## config.mk

```make
export PLATFORM = sky130hd
export DESIGN_NAME = lockout_timer
export DESIGN_NICKNAME = d
export VERILOG_FILES = /design/src/rtl/pin_checker_lockout_timer.sv
export SDC_FILE = /design/constraint.sdc
export NUM_CORES = 1
export LEC_CHECK = 0
export BUFFER_PORTS_ARGS = -buffer_cell sky130_fd_sc_hd__clkbuf_2
export CAP_MARGIN = 20
export CORE_ASPECT_RATIO = 0.7
export CORE_MARGIN = 2
export CORE_UTILIZATION = 53
export DETAILED_ROUTE_END_ITERATION = 12
export GPL_TIMING_DRIVEN = 0
export PLACE_DENSITY = 0.78
export SYNTH_ARGS = -nofsm -noshare
export SYNTH_HDL_FRONTEND = slang
export SYNTH_SLANG_ARGS = --single-unit
```

## constraint.sdc

```tcl
create_clock -name clk_i -period 7.21 [get_ports clk_i]
set_input_delay 1.442 -clock clk_i [delete_from_list [all_inputs] [get_ports clk_i]]
set_output_delay 1.442 -clock clk_i [all_outputs]
set_load 0.02 [all_outputs]
```

## src/rtl/pin_checker_lockout_timer.sv

```systemverilog
// +------------------------------------------------------------------+
// | lockout_timer : LOCK_CYCLES down-counter, used with PIN_CHECKER_LOCKOUT_EN |
// | Revision: 1.0                                                     |
// +------------------------------------------------------------------+
`default_nettype none

module lockout_timer #(
  parameter int LOCK_CYCLES = 1000000
) (
  input  logic clk_i,
  input  logic rst_i,
  input  logic load_i,
  input  logic run_i,
  output logic done_o
);

  localparam int CNT_W = (LOCK_CYCLES > 1) ? $clog2(LOCK_CYCLES) : 1;
  localparam logic [CNT_W-1:0] CNT_INIT = CNT_W'(LOCK_CYCLES - 1);
  localparam logic [CNT_W-1:0] CNT_ONE  = CNT_W'(1);

  logic [CNT_W-1:0] count_q, count_d;

  always_comb begin
    count_d = count_q;
    if (load_i) begin
      count_d = CNT_INIT;
    end else if (run_i && (count_q != '0)) begin
      count_d = count_q - CNT_ONE;
    end
  end

  always_ff @(posedge clk_i or posedge rst_i) begin
    if (rst_i) begin
      count_q <= '0;
    end else begin
      count_q <= count_d;
    end
  end

  // Loaded with LOCK_CYCLES-1, so done lands on the LOCK_CYCLES-th running cycle.
  assign done_o = run_i && (count_q == '0);

endmodule

`default_nettype wire

```

# Word-level counts from Yosys, hierarchy flattened
# Cells that the tools add are included.
# W data, S select, Z words.
dict set report word_totals {
  ff_bits 20
  in_bits 4
  word_cells 9
}
dict set report op_classes {
  add_sub_neg 1
  n_mux 2
  n_reduce_logical 5
}
# op count
set op_table {}
lappend op_table {{$mux W20} 2}
lappend op_table {{$logic_not A20 Y1} 1}
lappend op_table {{$reduce_bool A20 Y1} 1}
lappend op_table {{$sub A20 B1 Y20 const B} 1}
lappend op_table {{$logic_and A1 B1 Y1} 2}
lappend op_table {{$reduce_bool A2 Y1} 1}

# Longest topological paths before layout
# Gate-level depths: netlist of the first run.
dict set report depth {
  ltp_word 4
  ltp_mapped 7
  mapped_depth_nobuf 7
}

# Worst setup path after synthesis of the first run
# Ideal clock, no wire load.
dict set report synth_path {
  kind {register to output}
  startpoint {register count_q[0]}
  endpoint {output port done_o}
  arrival_time_ns 1.965
  required_ns 5.768
  setup_slack_ns 3.803
  path_stages_with_launch 7
  n_path_buf 0
  cell_sequence {dfrtp_1 inv_1 ha_1 or4b_4 nor4_4 and3_1 and2_1}
}
dict set report synth_via {
  elab_chain_len 2
}
# element line_no
set synth_rtl {}
lappend synth_rtl {{from (decl)} 21} ;# logic [CNT_W-1:0] count_q, count_d;
lappend synth_rtl {{from (signal assigned)} 36} ;# count_q <= count_d;
lappend synth_rtl {{$logic_not A20 Y1} 41} ;# assign done_o = run_i && (count_q == '0);
lappend synth_rtl {{$logic_and A1 B1 Y1} 41}
lappend synth_rtl {{to (decl)} 14} ;# output logic done_o
# No other way between the ends.

# Worst setup path after layout of the first run
# Same ends and word-level chain as after synthesis.

==> results of run 1 <==
cell type report:
cell class                 count  share of cell area
sequential                    20              0.4197
inverter                       3            0.009444
multi-input combinational     90              0.5058
tap                           22             0.02309
clock buffer                   3             0.01889
buffer                         2            0.006296
timing repair buffer           4             0.01679
synthesized netlist by cell type (2+ instances only):
cell type  instances
dfrtp_1           20
or4_1              2
nor4_1             5
nor2_1            14
o31ai_1            2
nand2b_1           8
nor3_1             7
inv_1              3
xnor2_1           12
and2_1             3
a21oi_1            6
ha_1               2
mux2i_1            2
nor2b_1            2
nand2_1            3
nand4_1            2
or3_1              7
clkbuf_1           2
metrics by stage:
stage	instance area (um^2)	std cells
after floorplan	1122	115
after global placement	1170	141
after detailed placement	1170	141
after CTS	1192	144
after global routing	1192	144
final	1192	144
power by group through the flow:
stage	Combinational [mW]	Sequential (mW)	Clock, mW
final	0.00985	0.115	0.0526
after global routing	0.0117	0.115	0.0579
after CTS	0.0102	0.114	0.0540
after detailed placement	0.0102	0.117	0
after global placement	0.00984	0.117	0
after floorplan	0.00682	0.116	0
layer usage:
layer	wire [um]	global-route usage	vias up
li1	-	-	429
met5	0	0	-
met2	860	0.2644	13
met4	15	0.04091	0
met3	79	0.05556	2
met1	1062	0.2650	385
cells by family (layout without fill, tap and decap cells):
group           after synthesis  after routing  synth area share
flops                        20             20            0.4459
fa+ha+maj                     2              2           0.02229
xor+xnor                     12             12           0.09364
simple gates                 61             61            0.3300
buf+inv                       5             12           0.01672
mux                           2              2           0.01784
compound gates               13             13           0.07358
path summary, 6_finish.rpt:
check                               to  slack [ns]  depth (start not counted)
setup / recovery                done_o        3.18                          7
hold / removal              count_q[9]        0.53                          1
min in group asynchronous   count_q[2]        1.24                          2
setup reg to reg            count_q[3]        4.74                          7
max in group asynchronous  count_q[14]        5.50                          2
hold reg to reg             count_q[9]        0.53                          1
==> results.cfg, run 1 <==
[detailed_routing]
initialDrtViolationCount = 36
dr.pass1.iters = 4
drtAntennaViolNets = 0
via_per_inst = 5.757
drc = 0
num_vias = 829
totalWireLength_um = 2018
wl_per_cell_um = 14.01

[floorplanning]
core_mm2 = 0.001919
fp.dieW_um = 59
ios = 5
die-area_mm2 = 0.002508
die_height_um = 42.50
initial_core_util = 0.5847
fp-row-count = 13

[timing]
worst_pin_slew_ns = 0.7518
max_freq_ghz = 0.2484
relSlewSlack = 0.4983
tns_ns = 0
skew_ns = 0.004096
drv_slew = 0
finalHoldViolations = 0
finalWorstSetupSlack_ns = 3.184
period_share = 0.5584
finalCriticalPeriod_ns = 4.026
rsz0062_at_grt = no
whs_ns = 0.5263
setup_viol_count_final = 0

[placed_design]
dp_hpwl_um = 1491
post-place-ws_ns = 3.494
place_congestion = 0.8608
portBuffers = 4

[hold_path]
worstHoldPathType = register to register
holdCritStartpoint = count_q[9]

[status]
outcome = completed

[power]
combPwrFrac = 0.056
switching_share = 0.2316
total_power_uw = 177.0
power_density_mw_per_mm2 = 148.4
switchingPower_uw = 40.99
p_leak_nw = 0.4286
p_int_uw = 136.0
seqPwrFrac = 0.647
peakVddDrop_v = 0.00008816
clockPowerShare = 0.297

[global_routing]
grt-ovfl-total = 0
grt_max_degree = 21
track_usage = 0.1822
antenna_found_initial = 0
grt_pass1_vias = 757
grt_pass1_wl_um = 3429

[clocking]
path_clk_slew_ns = 0.11
cts_setup_buffers = 0
h-tree-depth = 1
tritoncts = yes
root_buffer = clkbuf_4
numCtsBuffers = 3
holdBufCountCts = 0
cts_resized = 0
cts.sinks = 20
clk_latency_ns = 0.30
cts_buffer_depth = 2

[worst_setup_path]
crit_chain = inv_1, ha_1, or4b_4, nor4_4, and3_1, and2_1, clkbuf_2
cp_data_arrival_time_ns = 2.58
crit_path_start_kind = register
worst-path-buf-inv = 2
required_ns = 5.77
crit_type = register to primary output
worstSetupStartpoint = count_q[0]
crit_slowest_cell = or4b_4
max_stage_delay_ns = 0.50
path_max_fanout = 8
crit_family = simple AND/OR/NAND/NOR gates
cp-end-kind = primary output
rr_startpoint = count_q[0]

[logic_synthesis]
synth-seq-cells = 20
ys_seq_area_frac = 0.4459
synth_cells = 115
syn_area_mm2 = 0.001122
synth_enable_flop_cells = 0
yosys.cell_types.count = 31
synth_nets = 121
avgSynthCellArea_um2 = 9.759
synth_top_area_cell = dfrtp_1
synth_top_cell_area_share = 0.4459
synth_top_flop_cell = dfrtp_1
ys_top_cells_by_area = dfrtp_1 (45%), xnor2_1 (9.4%), nor2_1 (4.7%)
ys.warnings.count = 0
ys_async_sr_fraction = 1.000

[final_layout]
largest_reg_flops = 20
seq_area_um2 = 500.5
diodes = 0
final_util = 0.6213
layout_common_cells = dfrtp_1 (20), nor2_1 (14), xnor2_1 (12)
drive_gt1_frac = 0.09836
fillers = 160
multi_input_area_um2 = 603.1
nNetsFinal = 130
area_growth_pct = 6.243
largest-register = count_q
reg_top3 = count_q (20)
final_common_cell = dfrtp_1

[flow_run]
cap_violations = 0
(Power assumes the default switching activity.)
==> run 2, diff against run 1 <==
--- a/config.mk
+++ b/config.mk
@@ -12,7 +12,7 @@
 export CORE_UTILIZATION = 53
 export DETAILED_ROUTE_END_ITERATION = 12
 export GPL_TIMING_DRIVEN = 0
-export PLACE_DENSITY = 0.78
+export PLACE_DENSITY = 0.81
 export SYNTH_ARGS = -nofsm -noshare
 export SYNTH_HDL_FRONTEND = slang
 export SYNTH_SLANG_ARGS = --single-unit
==> constraint.sdc (replaced) <==
create_clock -name clk_i -period 3.36 [get_ports clk_i]
set_input_delay 0.672 -clock clk_i [delete_from_list [all_inputs] [get_ports clk_i]]
set_output_delay 0.672 -clock clk_i [all_outputs]
set_load 0.02 [all_outputs]
==> results.cfg, run 2 (synthesized netlist as in run 1, its figures left out) <==
[timing]
max_freq_ghz = 0.3161
skew_ns = 0.005166
relSlewSlack = 0.5018
finalCriticalPeriod_ns = 3.163
rsz0062_at_grt = no
period_share = 0.9415
setup_viol_count_final = 0
worst_pin_slew_ns = 0.7465
finalHoldViolations = 0
tns_ns = 0
drv_slew = 0

[final_layout]
largest_reg_flops = 20
nNetsFinal = 130
area_growth_pct = 6.354
largest-register = count_q
drive_gt1_frac = 0.1066
diodes = 0
fillers = 155
reg_top3 = count_q (20)
layout_common_cells = dfrtp_1 (20), nor2_1 (14), xnor2_1 (12)
final_common_cell = dfrtp_1

[detailed_routing]
drc = 0
dr.pass1.iters = 4
num_vias = 879
wl_per_cell_um = 15.27
drtAntennaViolNets = 0
initialDrtViolationCount = 25
via_per_inst = 6.104
totalWireLength_um = 2199

[clocking]
holdBufCountCts = 0
clk_latency_ns = 0.31
cts.sinks = 20
tritoncts = yes
h-tree-depth = 1
numCtsBuffers = 3
cts_buffer_depth = 2
cts_setup_buffers = 0
cts_resized = 0
path_clk_slew_ns = 0.11
root_buffer = clkbuf_4

[floorplanning]
die_height_um = 42.50
die-area_mm2 = 0.002508
initial_core_util = 0.5847
fp.dieW_um = 59
ios = 5
core_mm2 = 0.001919
fp-row-count = 13

[placed_design]
place_congestion = 0.8500
dp_hpwl_um = 1577
portBuffers = 4

[power]
p_leak_nw = 0.4280
seqPwrFrac = 0.642
combPwrFrac = 0.056
switching_share = 0.2374
p_int_uw = 292.0
clockPowerShare = 0.302
total_power_uw = 382.9
switchingPower_uw = 90.88
power_density_mw_per_mm2 = 320.8
peakVddDrop_v = 0.0001840

[global_routing]
grt_pass1_vias = 803
antenna_found_initial = 0
grt-ovfl-total = 0
grt_pass1_wl_um = 3691
grt_max_degree = 21
track_usage = 0.1982

[worst_setup_path]
crit_chain = inv_1, ha_1, or4b_4, nor4_4, and3_2, and2_1, clkbuf_2
worst-path-buf-inv = 2
crit_family = simple AND/OR/NAND/NOR gates
crit_slowest_cell = or4b_4
cp-end-kind = primary output
path_max_fanout = 8
max_stage_delay_ns = 0.49
cp_data_arrival_time_ns = 2.49
crit_path_start_kind = register
required_ns = 2.69
crit_type = register to primary output

[flow_run]
cap_violations = 0

[status]
outcome = completed

[hold_path]
worstHoldPathType = input port to asynchronous set/reset pin
run 2: path summary, 6_finish.rpt:
path,cells after the start,start,to,slack (ns)
setup / recovery,7,count_q[0],done_o,0.20
hold reg to reg,1,count_q[9],count_q[9],0.53
setup reg to reg,7,count_q[0],count_q[19],0.97
max in group asynchronous,2,rst_i,count_q[18],2.43
hold / removal,2,rst_i,count_q[12],0.45
min in group clk_i,1,count_q[9],count_q[9],0.53
run 2: final cells by class:
class,count,area (um^2),share of cell area
Tap cell,22,27.53,0.02306
Buffer,2,7.507,0.006289
Sequential cell,20,500.5,0.4193
Inverter,3,11.26,0.009434
Clock buffer,3,22.52,0.01887
Timing Repair Buffer,4,20.02,0.01677
Multi-Input combinational cell,90,604.3,0.5063
run 2: power by group through the flow:
stage                     combinational, mW  clock [mW]  sequential, mW
after global routing                 0.0251       0.126           0.246
after CTS                            0.0222       0.119           0.245
after global placement               0.0212           0           0.250
after floorplan                      0.0146           0           0.250
final                                0.0214       0.116           0.246
after detailed placement             0.0220           0           0.250
run 2: worst reg2reg max path: stages (launching register included):
cell and delay, ns:
dfrtp_1 0.43, inv_1 0.12, ha_1 0.15, or4b_4 0.49, nor4_2 0.65, nor4b_1 0.16, xnor2_1 0.21, nand2b_1 0.09
run 2: metrics by stage:
stage	util	cell area, um^2	hold WS [ns]	setup WS (ns)	instances
2_1_floorplan	-	1122	0.4704	0.7228	115
3_3_place_gp	0.6095	1170	0.4977	0.4522	141
3_5_place_dp	0.6095	1170	0.5139	0.4087	141
4_1_cts	0.6213	1192	0.4864	0.05522	144
5_1_grt	0.6219	1194	0.5338	0.02730	144
6_report	0.6219	1194	0.4530	0.1966	144
run 2: routing by layer:
layer  vias to the layer above  wire, um  GRT usage
met5                         -         0          0
met4                         0        41     0.1045
met2                        16       968     0.2622
met3                         4        91    0.05864
li1                        432         -          -
met1                       427      1098     0.2865
==> run 3, diff against run 2 <==
--- a/config.mk
+++ b/config.mk
@@ -10,6 +10,7 @@
 export CORE_ASPECT_RATIO = 0.7
 export CORE_MARGIN = 2
 export CORE_UTILIZATION = 53
+export CTS_BUF_LIST = sky130_fd_sc_hd__clkbuf_16
 export DETAILED_ROUTE_END_ITERATION = 12
 export GPL_TIMING_DRIVEN = 0
 export PLACE_DENSITY = 0.81
==> results.cfg, run 3 (synthesized netlist as in run 1, its figures left out) <==
[status]
outcome = completed

[clocking]
root_buffer = clkbuf_16
path_clk_slew_ns = 0.05
clk_latency_ns = 0.25
h-tree-depth = 1
holdBufCountCts = 0
cts.sinks = 20
numCtsBuffers = 3
cts_setup_buffers = 0
cts_resized = 0
tritoncts = yes
cts_buffer_depth = 2

[flow_run]
cap_violations = 0

[final_layout]
diodes = 0
area_growth_pct = 10.92
final_common_cell = dfrtp_1
largest-register = count_q
reg_top3 = count_q (20)
nNetsFinal = 130
layout_common_cells = dfrtp_1 (20), nor2_1 (14), xnor2_1 (12)
final_util = 0.6486
largest_reg_flops = 20
drive_gt1_frac = 0.09836

[worst_setup_path]
crit_cells = 7
max_stage_delay_ns = 0.49
worst-path-buf-inv = 2
crit_path_start_kind = register
crit_chain = inv_1, ha_1, or4b_4, nor4_4, and3_1, and2_1, clkbuf_2
required_ns = 2.69
path_max_fanout = 8
crit_type = register to primary output
cp-end-kind = primary output
ff2ff_path_depth = 7
crit_slowest_cell = or4b_4
cp_data_arrival_time_ns = 2.54
crit_family = simple AND/OR/NAND/NOR gates
rrSetupSlack_ns = 0.88

[floorplanning]
core_mm2 = 0.001919
ios = 5
die_height_um = 42.50
die-area_mm2 = 0.002508
fp.dieW_um = 59
fp-row-count = 13
initial_core_util = 0.5847

[global_routing]
track_usage = 0.1917
grt-ovfl-total = 0
grtUsageMet1 = 0.2846
grt_pass1_vias = 812
met2_usage = 0.2756
grt_pass1_wl_um = 3663
busiest_layer = met1
grt_max_degree = 21
antenna_found_initial = 0
grtUsageMet3 = 0.05864

[placed_design]
place_congestion = 0.8500
dp_hpwl_um = 1577
post-place-ws_ns = 0.4087
portBuffers = 4

[hold_path]
hold_depth = 1
worstHoldPathType = register to register

[timing]
rsz0062_at_grt = no
relSlewSlack = 0.5035
skew_ns = 0.001120
finalCriticalPeriod_ns = 3.215
setup_viol_count_final = 0
drv_slew = 0
max_freq_ghz = 0.3110
worst_pin_slew_ns = 0.7440
finalHoldViolations = 0
finalWorstSetupSlack_ns = 0.1447
tns_ns = 0
period_share = 0.9569

[power]
peakVddDrop_v = 0.0002427
power_density_mw_per_mm2 = 407.2
p_leak_nw = 0.4517
total_power_uw = 507.0

[detailed_routing]
initialDrtViolationCount = 27
wl_per_cell_um = 15.00
totalWireLength_um = 2160
via_per_inst = 5.938
drtAntennaViolNets = 0
drc = 0
num_vias = 855
dr.pass1.iters = 4
==> run 3: metrics by stage <==
stage                     hold slack (ns)  cell area, um^2  instances
after global routing               0.5492             1245        144
after global placement             0.4977             1170        141
after detailed placement           0.5139             1170        141
after floorplan                    0.4704             1122        115
final                              0.5227             1245        144
after CTS                          0.5221             1245        144
==> run 3: final timing paths <==
| kind | from | end |
|---|---|---|
| worst max-delay path | count_q[0] | done_o |
| worst min-delay path | count_q[9] | count_q[9] |
| worst max register to register | count_q[0] | count_q[3] |
| worst min register to register | count_q[9] | count_q[9] |
| max in group asynchronous | rst_i | count_q[14] |
| min in group asynchronous | rst_i | count_q[12] |
==> run 3: per-layer routing <==
| metal | wire length [um] | part of all wire |
|---|---|---|
| met1 | 1087 | 0.50 |
| met2 | 976 | 0.45 |
| met3 | 87 | 0.040 |
| met4 | 8 | 0.0037 |
| met5 | 0 | 0 |
==> run 3: final cells by class <==
class	count	area (um^2)
Fill cell	146	674.4
Multi-Input combinational cell	90	603.1
Sequential cell	20	500.5
Clock buffer	3	75.07
Tap cell	22	27.53
Timing Repair Buffer	4	20.02
Inverter	3	11.26
Buffer	2	7.507
==> run 3: report_power, final <==
group	internal (mW)	leakage, nW	total, mW	switching, mW
combinational	0.00712	0.196	0.0214	0.0143
clock	0.157	0.0370	0.239	0.0827
sequential	0.243	0.219	0.246	0.00271
total	0.407	0.452	0.507	0.0997
